`src/rtl/mio_pkg.sv`:
```
// Shared types and constants for the MIO bus arbiter.
// Holds the FSM state encoding, the RAM region tag and the master indices.
package mio_pkg;

    typedef enum logic [1:0] {
        IDLE   = 2'd0,
        ACCESS = 2'd1,
        DONE   = 2'd2
    } state_e;

    localparam logic [3:0] RAM_REGION = 4'h0;
    localparam logic       M_CPU      = 1'b0;
    localparam logic       M_DBG      = 1'b1;

endpackage

```
`src/rtl/mio_bus_arbiter_rr_arb2.sv`:
```
// Two-requester round-robin pick; a tie goes to the master that did not win last.
// Purely combinational: zero latency, no backpressure of its own.
module rr_arb2
    import mio_pkg::*;
(
    input  logic [1:0] req_i,
    input  logic       last_grant_i,
    output logic       vld_o,
    output logic       winner_o
);

    always_comb begin
        vld_o    = |req_i;
        winner_o = M_CPU;
        if (req_i == 2'b11) begin
            winner_o = ~last_grant_i;
        end else if (req_i[1]) begin
            winner_o = M_DBG;
        end
    end

endmodule

```
`src/rtl/mio_bus_arbiter.sv`:
```
// Two-master arbiter and access sequencer for the MIO bus slave port.
// Latency: ready 2+wait cycles after the request is sampled; requests wait in IDLE until the bus is free.
module mio_bus_arbiter
    import mio_pkg::*;
#(
    parameter int ADDR_W   = 32,
    parameter int DATA_W   = 32,
    parameter int RAM_WAIT = 1,
    parameter int IO_WAIT  = 0
) (
    input  logic              clk,
    input  logic              rst_n,
    input  logic              m0_req,
    input  logic              m0_we,
    input  logic [ADDR_W-1:0] m0_addr,
    input  logic [DATA_W-1:0] m0_wdata,
    output logic [DATA_W-1:0] m0_rdata,
    output logic              m0_ready,
    input  logic              m1_req,
    input  logic              m1_we,
    input  logic [ADDR_W-1:0] m1_addr,
    input  logic [DATA_W-1:0] m1_wdata,
    output logic [DATA_W-1:0] m1_rdata,
    output logic              m1_ready,
    output logic [ADDR_W-1:0] s_addr,
    output logic [DATA_W-1:0] s_wdata,
    output logic              s_we,
    input  logic [DATA_W-1:0] s_rdata,
    output logic              grant,
    output logic              busy
);

    localparam int WAIT_MAX = (RAM_WAIT > IO_WAIT) ? RAM_WAIT : IO_WAIT;
    localparam int WCW      = (WAIT_MAX < 1) ? 1 : $clog2(WAIT_MAX + 1);

    state_e            state_q;
    logic [WCW-1:0]    wait_q;
    logic              we_q;
    logic              last_grant_q;
    logic              grant_q;
    logic              busy_q;
    logic [ADDR_W-1:0] s_addr_q;
    logic [DATA_W-1:0] s_wdata_q;
    logic              s_we_q;
    logic [DATA_W-1:0] m0_rdata_q;
    logic [DATA_W-1:0] m1_rdata_q;
    logic              m0_ready_q;
    logic              m1_ready_q;

    logic              pick_vld_d;
    logic              pick_idx_d;
    logic [ADDR_W-1:0] sel_addr_d;
    logic [DATA_W-1:0] sel_wdata_d;
    logic              sel_we_d;
    logic [WCW-1:0]    wait_load_d;

    rr_arb2 u_rr_arb2 (
        .req_i        ({m1_req, m0_req}),
        .last_grant_i (last_grant_q),
        .vld_o        (pick_vld_d),
        .winner_o     (pick_idx_d)
    );

    always_comb begin
        sel_addr_d  = (pick_idx_d == M_DBG) ? m1_addr  : m0_addr;
        sel_wdata_d = (pick_idx_d == M_DBG) ? m1_wdata : m0_wdata;
        sel_we_d    = (pick_idx_d == M_DBG) ? m1_we    : m0_we;
        // RAM sits on the inverted clock and needs its own wait budget
        wait_load_d = (sel_addr_d[ADDR_W-1 -: 4] == RAM_REGION) ? WCW'(RAM_WAIT) : WCW'(IO_WAIT);
    end

    always_ff @(posedge clk or negedge rst_n) begin
        if (!rst_n) begin
            state_q      <= IDLE;
            wait_q       <= '0;
            we_q         <= 1'b0;
            last_grant_q <= 1'b1;
            grant_q      <= 1'b0;
            busy_q       <= 1'b0;
            s_addr_q     <= '0;
            s_wdata_q    <= '0;
            s_we_q       <= 1'b0;
            m0_rdata_q   <= '0;
            m1_rdata_q   <= '0;
            m0_ready_q   <= 1'b0;
            m1_ready_q   <= 1'b0;
        end else begin
            s_we_q     <= 1'b0;
            m0_ready_q <= 1'b0;
            m1_ready_q <= 1'b0;
            case (state_q)
                IDLE: begin
                    if (pick_vld_d) begin
                        s_addr_q     <= sel_addr_d;
                        s_wdata_q    <= sel_wdata_d;
                        s_we_q       <= sel_we_d;
                        we_q         <= sel_we_d;
                        grant_q      <= pick_idx_d;
                        last_grant_q <= pick_idx_d;
                        wait_q       <= wait_load_d;
                        busy_q       <= 1'b1;
                        state_q      <= ACCESS;
                    end
                end
                ACCESS: begin
                    if (wait_q != '0) begin
                        wait_q <= wait_q - WCW'(1);
                    end else begin
                        if (!we_q) begin
                            if (grant_q == M_DBG) m1_rdata_q <= s_rdata;
                            else                  m0_rdata_q <= s_rdata;
                        end
                        if (grant_q == M_DBG) m1_ready_q <= 1'b1;
                        else                  m0_ready_q <= 1'b1;
                        state_q <= DONE;
                    end
                end
                DONE: begin
                    busy_q  <= 1'b0;
                    state_q <= IDLE;
                end
                default: begin
                    busy_q  <= 1'b0;
                    state_q <= IDLE;
                end
            endcase
        end
    end

    assign m0_rdata = m0_rdata_q;
    assign m1_rdata = m1_rdata_q;
    assign m0_ready = m0_ready_q;
    assign m1_ready = m1_ready_q;
    assign s_addr   = s_addr_q;
    assign s_wdata  = s_wdata_q;
    assign s_we     = s_we_q;
    assign grant    = grant_q;
    assign busy     = busy_q;

endmodule

```
`config.mk`:
```
export PLATFORM = sky130hd
export DESIGN_NAME = mio_bus_arbiter
export DESIGN_NICKNAME = d
export VERILOG_FILES = /design/src/rtl/mio_pkg.sv /design/src/rtl/mio_bus_arbiter_rr_arb2.sv /design/src/rtl/mio_bus_arbiter.sv
export SDC_FILE = /design/constraint.sdc
export NUM_CORES = 1
export LEC_CHECK = 0
export CAP_MARGIN = 40
export CORE_MARGIN = 4
export CORE_UTILIZATION = 40
export DETAILED_ROUTE_END_ITERATION = 10
export MAX_ROUTING_LAYER = met4
export PLACE_DENSITY = 0.78
export SLEW_MARGIN = 0
export SYNTH_ARGS = -nofsm -noshare
export SYNTH_HDL_FRONTEND = slang
export SYNTH_SLANG_ARGS = --single-unit
```
`constraint.sdc`:
```
create_clock -name clk -period 3 [get_ports clk]
set_clock_uncertainty 0.1 [all_clocks]
set_input_delay 0.6 -clock clk [delete_from_list [all_inputs] [get_ports clk]]
set_output_delay 0.6 -clock clk [all_outputs]
set_load 0.05 [all_outputs]
```
After elaboration in Yosys (flattened, before gate mapping)
Index checks and enable logic that the tools add are counted.
{"block": "op_classes", "order_cmp": 0, "n_mux": 22, "shift": 0, "eq_ne": 4, "bitwise_logic": 5, "multipliers": 0, "n_reduce_logical": 10, "add_sub_neg": 1, "n_div": 0}
{"op": "$mux 32", "count": 2}
{"op": "$mux 1", "count": 15}
{"op": "$reduce_and 2->1", "count": 4}
{"op": "$reduce_and 4->1", "count": 2}
{"op": "$not 1->1", "count": 5}
{"op": "$logic_not 4->1", "count": 1}
{"op": "$mux 2", "count": 2}
{"op": "$ne 2x2->1 const B", "count": 2}
{"op": "$pmux 1 s2", "count": 2}
{"op": "$pmux 2 s2", "count": 1}
{"op": "$eq 2x1->1 const B", "count": 1}
{"op": "$eq 2x2->1 const B", "count": 1}
{"op": "$logic_not 2->1", "count": 1}
{"op": "$reduce_bool 2->1", "count": 1}
{"op": "$reduce_or 2->1", "count": 1}
{"op": "$sub 1x1->1 const B", "count": 1}
{"block": "totals", "romBits": 0, "inputBits": 166, "latchBits": 0, "register_bits": 138, "wordCells": 55, "out_inout_bits": 133, "ram_bits": 0, "mem_count": 0}

Longest topological paths before layout
{"block": "depth", "word_depth": 7, "ltp_mapped": 5}

Cells and area by module
From an unflattened synthesis, not the netlist that was laid out.
{"block": "unflattened", "hier_cells": 450, "area_unflattened_um2": 5738.0}
{"module": "mio_bus_arbiter", "seq_area_each_um2": 3454.6, "cells_per_inst": 448, "n_inst": 1, "area_each_um2": 5724.2}
{"module": "rr_arb2", "seq_area_each_um2": 0.0, "cells_per_inst": 2, "n_inst": 1, "area_each_um2": 13.8}

Least setup slack after synthesis
Ideal clock, no wire load.
{"block": "synth_path", "kind": "input-to-reg", "from": "input m1_req", "to": "register s_addr_q[16], in the netlist s_addr[16]", "path_buffers": 2, "path_slack_ps": 1043, "t_required_ps": 2775, "path_stages": 5, "arrival_time_ps": 1733, "path_cell_list": "a21boi_2 > buf_2 > buf_6 > mux2_2 > mux2_2"}
{"block": "synth_between", "elab_chain_cells": 3, "elab_cells_between_ends": 6, "cone_classes": "eq/ne (1); mux (3); reduce/logical (2)"}
{"element": "start: declaration", "line": "mio_bus_arbiter.sv:19", "text": "input logic m1_req,"}
{"element": "$eq 2x2->1 or $mux 1 (tied branches)", "line": "mio_bus_arbiter_rr_arb2.sv:15, mio_bus_arbiter_rr_arb2.sv:17"}
{"element": "$mux 1", "line": "mio_bus_arbiter_rr_arb2.sv:15", "text": "if (req_i == 2'b11) begin"}
{"element": "$mux 32", "line": "mio_bus_arbiter.sv:65", "text": "sel_addr_d = (pick_idx_d == M_DBG) ? m1_addr : m0_addr;"}
{"element": "end signal: assignment", "line": "mio_bus_arbiter.sv:94", "text": "s_addr_q <= sel_addr_d;"}
{"element": "end: declaration", "line": "mio_bus_arbiter.sv:42", "text": "logic [ADDR_W-1:0] s_addr_q;"}
Parallel ways exist; a longest one is shown, timed or not.
A chain may end at the register's enable or synchronous reset.

Worst setup path after layout
{"block": "layout_path", "from": "register grant_q, in the netlist grant", "to": "output grant"}
{"element": "start: declaration", "line": "mio_bus_arbiter.sv:40", "text": "logic grant_q;"}
{"element": "start signal: assignment", "line": "mio_bus_arbiter.sv:98", "text": "grant_q <= pick_idx_d;"}
{"element": "end: declaration", "line": "mio_bus_arbiter.sv:29", "text": "output logic grant,"}
No word-level cell between the ends.

==> reports/metrics.cfg <==
[placement]
io_buffers = 298
routabilityCongestion = 0.777
post-dp-hpwl_mm = 12.8

[run]
drv_cap = 0

[global_route]
grt_pass1_wl_mm = 26.6
track_usage_pct = 20.2
grt_overflow_total = 0
grt_max_degree = 62
grt_pass1_vias = 4854
antenna_found_initial = 0

[drt]
vias = 4303
drtIter0Drc = 127
wl_mm = 16.9
drt-wirelength-per-cell_um = 19.1
drc = 0
via_per_inst = 4.88
drtPass1Iterations = 4
drtAntennaViolNets = 0

[setup_path]
max_stage_delay_ns = 0.91
cp.required_ns = 2.30
cp.arrival_ns = 1.83
worstSetupStartpointType = register
ff2ff_path_depth = 4
crit_slowest_cell = clkdlybuf4s50_1
crit_fanout = 6
criticalPathCategory = register to output port
r2r_setup_slack_ns = 0.77
crit_path_cell_trace = clkdlybuf4s50_1
rr_startpoint = state_q[1]$_DFFE_PN0P_
path_buf_inv = 1
cp-end-kind = output port
r2r-end = m1_rdata[16]$_DFFE_PN0P_
cp_top_family = buffers and inverters

[synth]
synth_area_mm2 = 0.00609
netlist_top_cells_area = dfrtp_1 56%, mux2_2 29%, mux2_4 7.4%
async_reset_ff_share_pct = 100
yosysUniqueCellTypes = 28
yosys_warnings = 0
synth_top_area_cell = dfrtp_1
ys.flop_type = dfrtp_1
synth_nets = 547
avgSynthCellArea_um2 = 16.0
ys_ff_latch = 138
synth_edf_count = 0
syn_inst = 381
synth_top_area_share_pct = 56.3
yosysSeqAreaShare_pct = 56.8

[timing]
relSlewSlack_pct = 55.2
rsz0062_at_grt = no
setup_violations = 0
setup_tns_ns = 0
max_freq_ghz = 0.396
worst_pin_slew_ns = 0.671
hold_viol_final = 0
finalCritPeriodShare_pct = 84.2
timing.final.max_slew_violations = 0
fin_crit_ns = 2.53

[layout]
area_growth_pct = 62.3
nNetsFinal = 852
antenna_cells = 0
drive_gt1_share_pct = 33.5
utilization_pct = 67.2

[clocking]
cts_hold_buf = 0
cts_resized = 0
cts_buffers = 17
clkTransAtPathRegs_ns = 0.06
cts_sinks = 138
clockRootBuffer = clkbuf_16
htreeDepth = 4
cts_setup_buffers = 0
clk_path_buf_depth = 2
tritoncts = built
clk-insertion-delay-late_ns = 0.41

[floorplanning]
die_area_mm2 = 0.0173
num_rows = 44
start_util_pct = 41.4
core_area_mm2 = 0.0147
die_height_um = 131
ioPinCount = 299
die_x_um = 131

[worst_hold_path]
min_path_type = input port to async pin

[power]
peakVddDrop_mv = 0.818
p_leak_uw = 0.00414
power_density_mw_per_mm2 = 1330

[outcome]
status = finished clean

-- logic make-up after synthesis --
logic type,after synthesis,synth area share (%)
compound gates,12,1.32
buf+inv,21,2.43
flops,138,56.8
mux,192,37.3
simple gates,18,2.16
-- state kept, by name, summed over array words and instances, names as in the netlist, 2 cells and up --
name	count
m0_rdata	32
m1_rdata	32
s_addr	32
s_wdata	32
state_q	2
-- cells in the mapped netlist (2+ instances only) --
cell type,count
a21oi_1,2
buf_2,10
buf_4,3
buf_6,6
dfrtp_1,137
mux2_1,2
mux2_2,158
mux2_4,30
mux2i_1,2
nor2_1,4
nor2b_1,3
nor3_1,4
o21ai_0,5
-- worst max-delay path by stage --
| stage | end | cells past startpoint | slack [ns] | start |
|---|---|---|---|---|
| floorplan | s_addr[16]$_DFFE_PN0P_ | 5 | 1.04 | m1_req |
| global placement | s_addr[31]$_DFFE_PN0P_ | 5 | 0.38 | m1_req |
| detailed placement | s_wdata[16]$_DFFE_PN0P_ | 5 | 0.32 | m1_req |
| CTS | grant | 1 | 0.45 | grant$_DFFE_PN0P_ |
| global route | grant | 1 | 0.43 | grant$_DFFE_PN0P_ |
| finish | grant | 1 | 0.47 | grant$_DFFE_PN0P_ |
-- layout make-up --
cell class / count / area (um^2)
Multi-Input combinational cell: 222 / 2490
Tap cell: 184 / 230
Sequential cell: 138 / 3450
Clock buffer: 19 / 443
Fill cell: 1034 / 4820
Timing Repair Buffer: 305 / 3070
Clock inverter: 12 / 174
Inverter: 2 / 7.51
-- stage by stage --
stage,area [um^2],hold slack [ns],cells,setup WS (ns),power (uW)
4_1_cts,9870,0.0721,882,0.448,13300
2_1_floorplan,6090,0.204,381,1.04,8420
3_3_place_gp,9260,0.380,851,0.380,10900
6_report,9870,0.0591,882,0.475,13200
5_1_grt,9870,0.0810,882,0.427,13700
3_5_place_dp,9260,0.393,851,0.324,11100
-- where the power goes --
part	total [uW]	switching (uW)	internal (uW)
sequential	3380	550	2830
combinational	7620	4590	3030
clock	2170	763	1410
total	13200	5910	7270
-- layer usage --
layer	GRT usage (%)	vias up	wire, um	part of all wire (%)
met5	-	-	0	0
met4	8.46	0	450	2.7
met3	7.07	29	1270	7.5
met2	34.8	190	8870	53
met1	21.1	2102	6270	37
li1	-	1982	-	-
-- layout by cell type, fill, tap and decap left out, types with 2 or more instances in the layout --
master           netlist  layout
clkinv_2               0       4
mux2_4                30      30
mux2_2               158     158
o21ai_0                5       5
dfrtp_1              137     137
nor2b_1                3       3
clkinv_4               0       3
mux2_1                 2       2
buf_4                  3       4
clkbuf_16              0      17
clkdlybuf4s50_1        0     297
nor3_1                 4       4
buf_12                 0       3
mux2i_1                2       2
bufinv_16              0       4
nor2_1                 4       4
a21oi_1                2       2
Note: power is estimated with default switching activity, not from simulation.
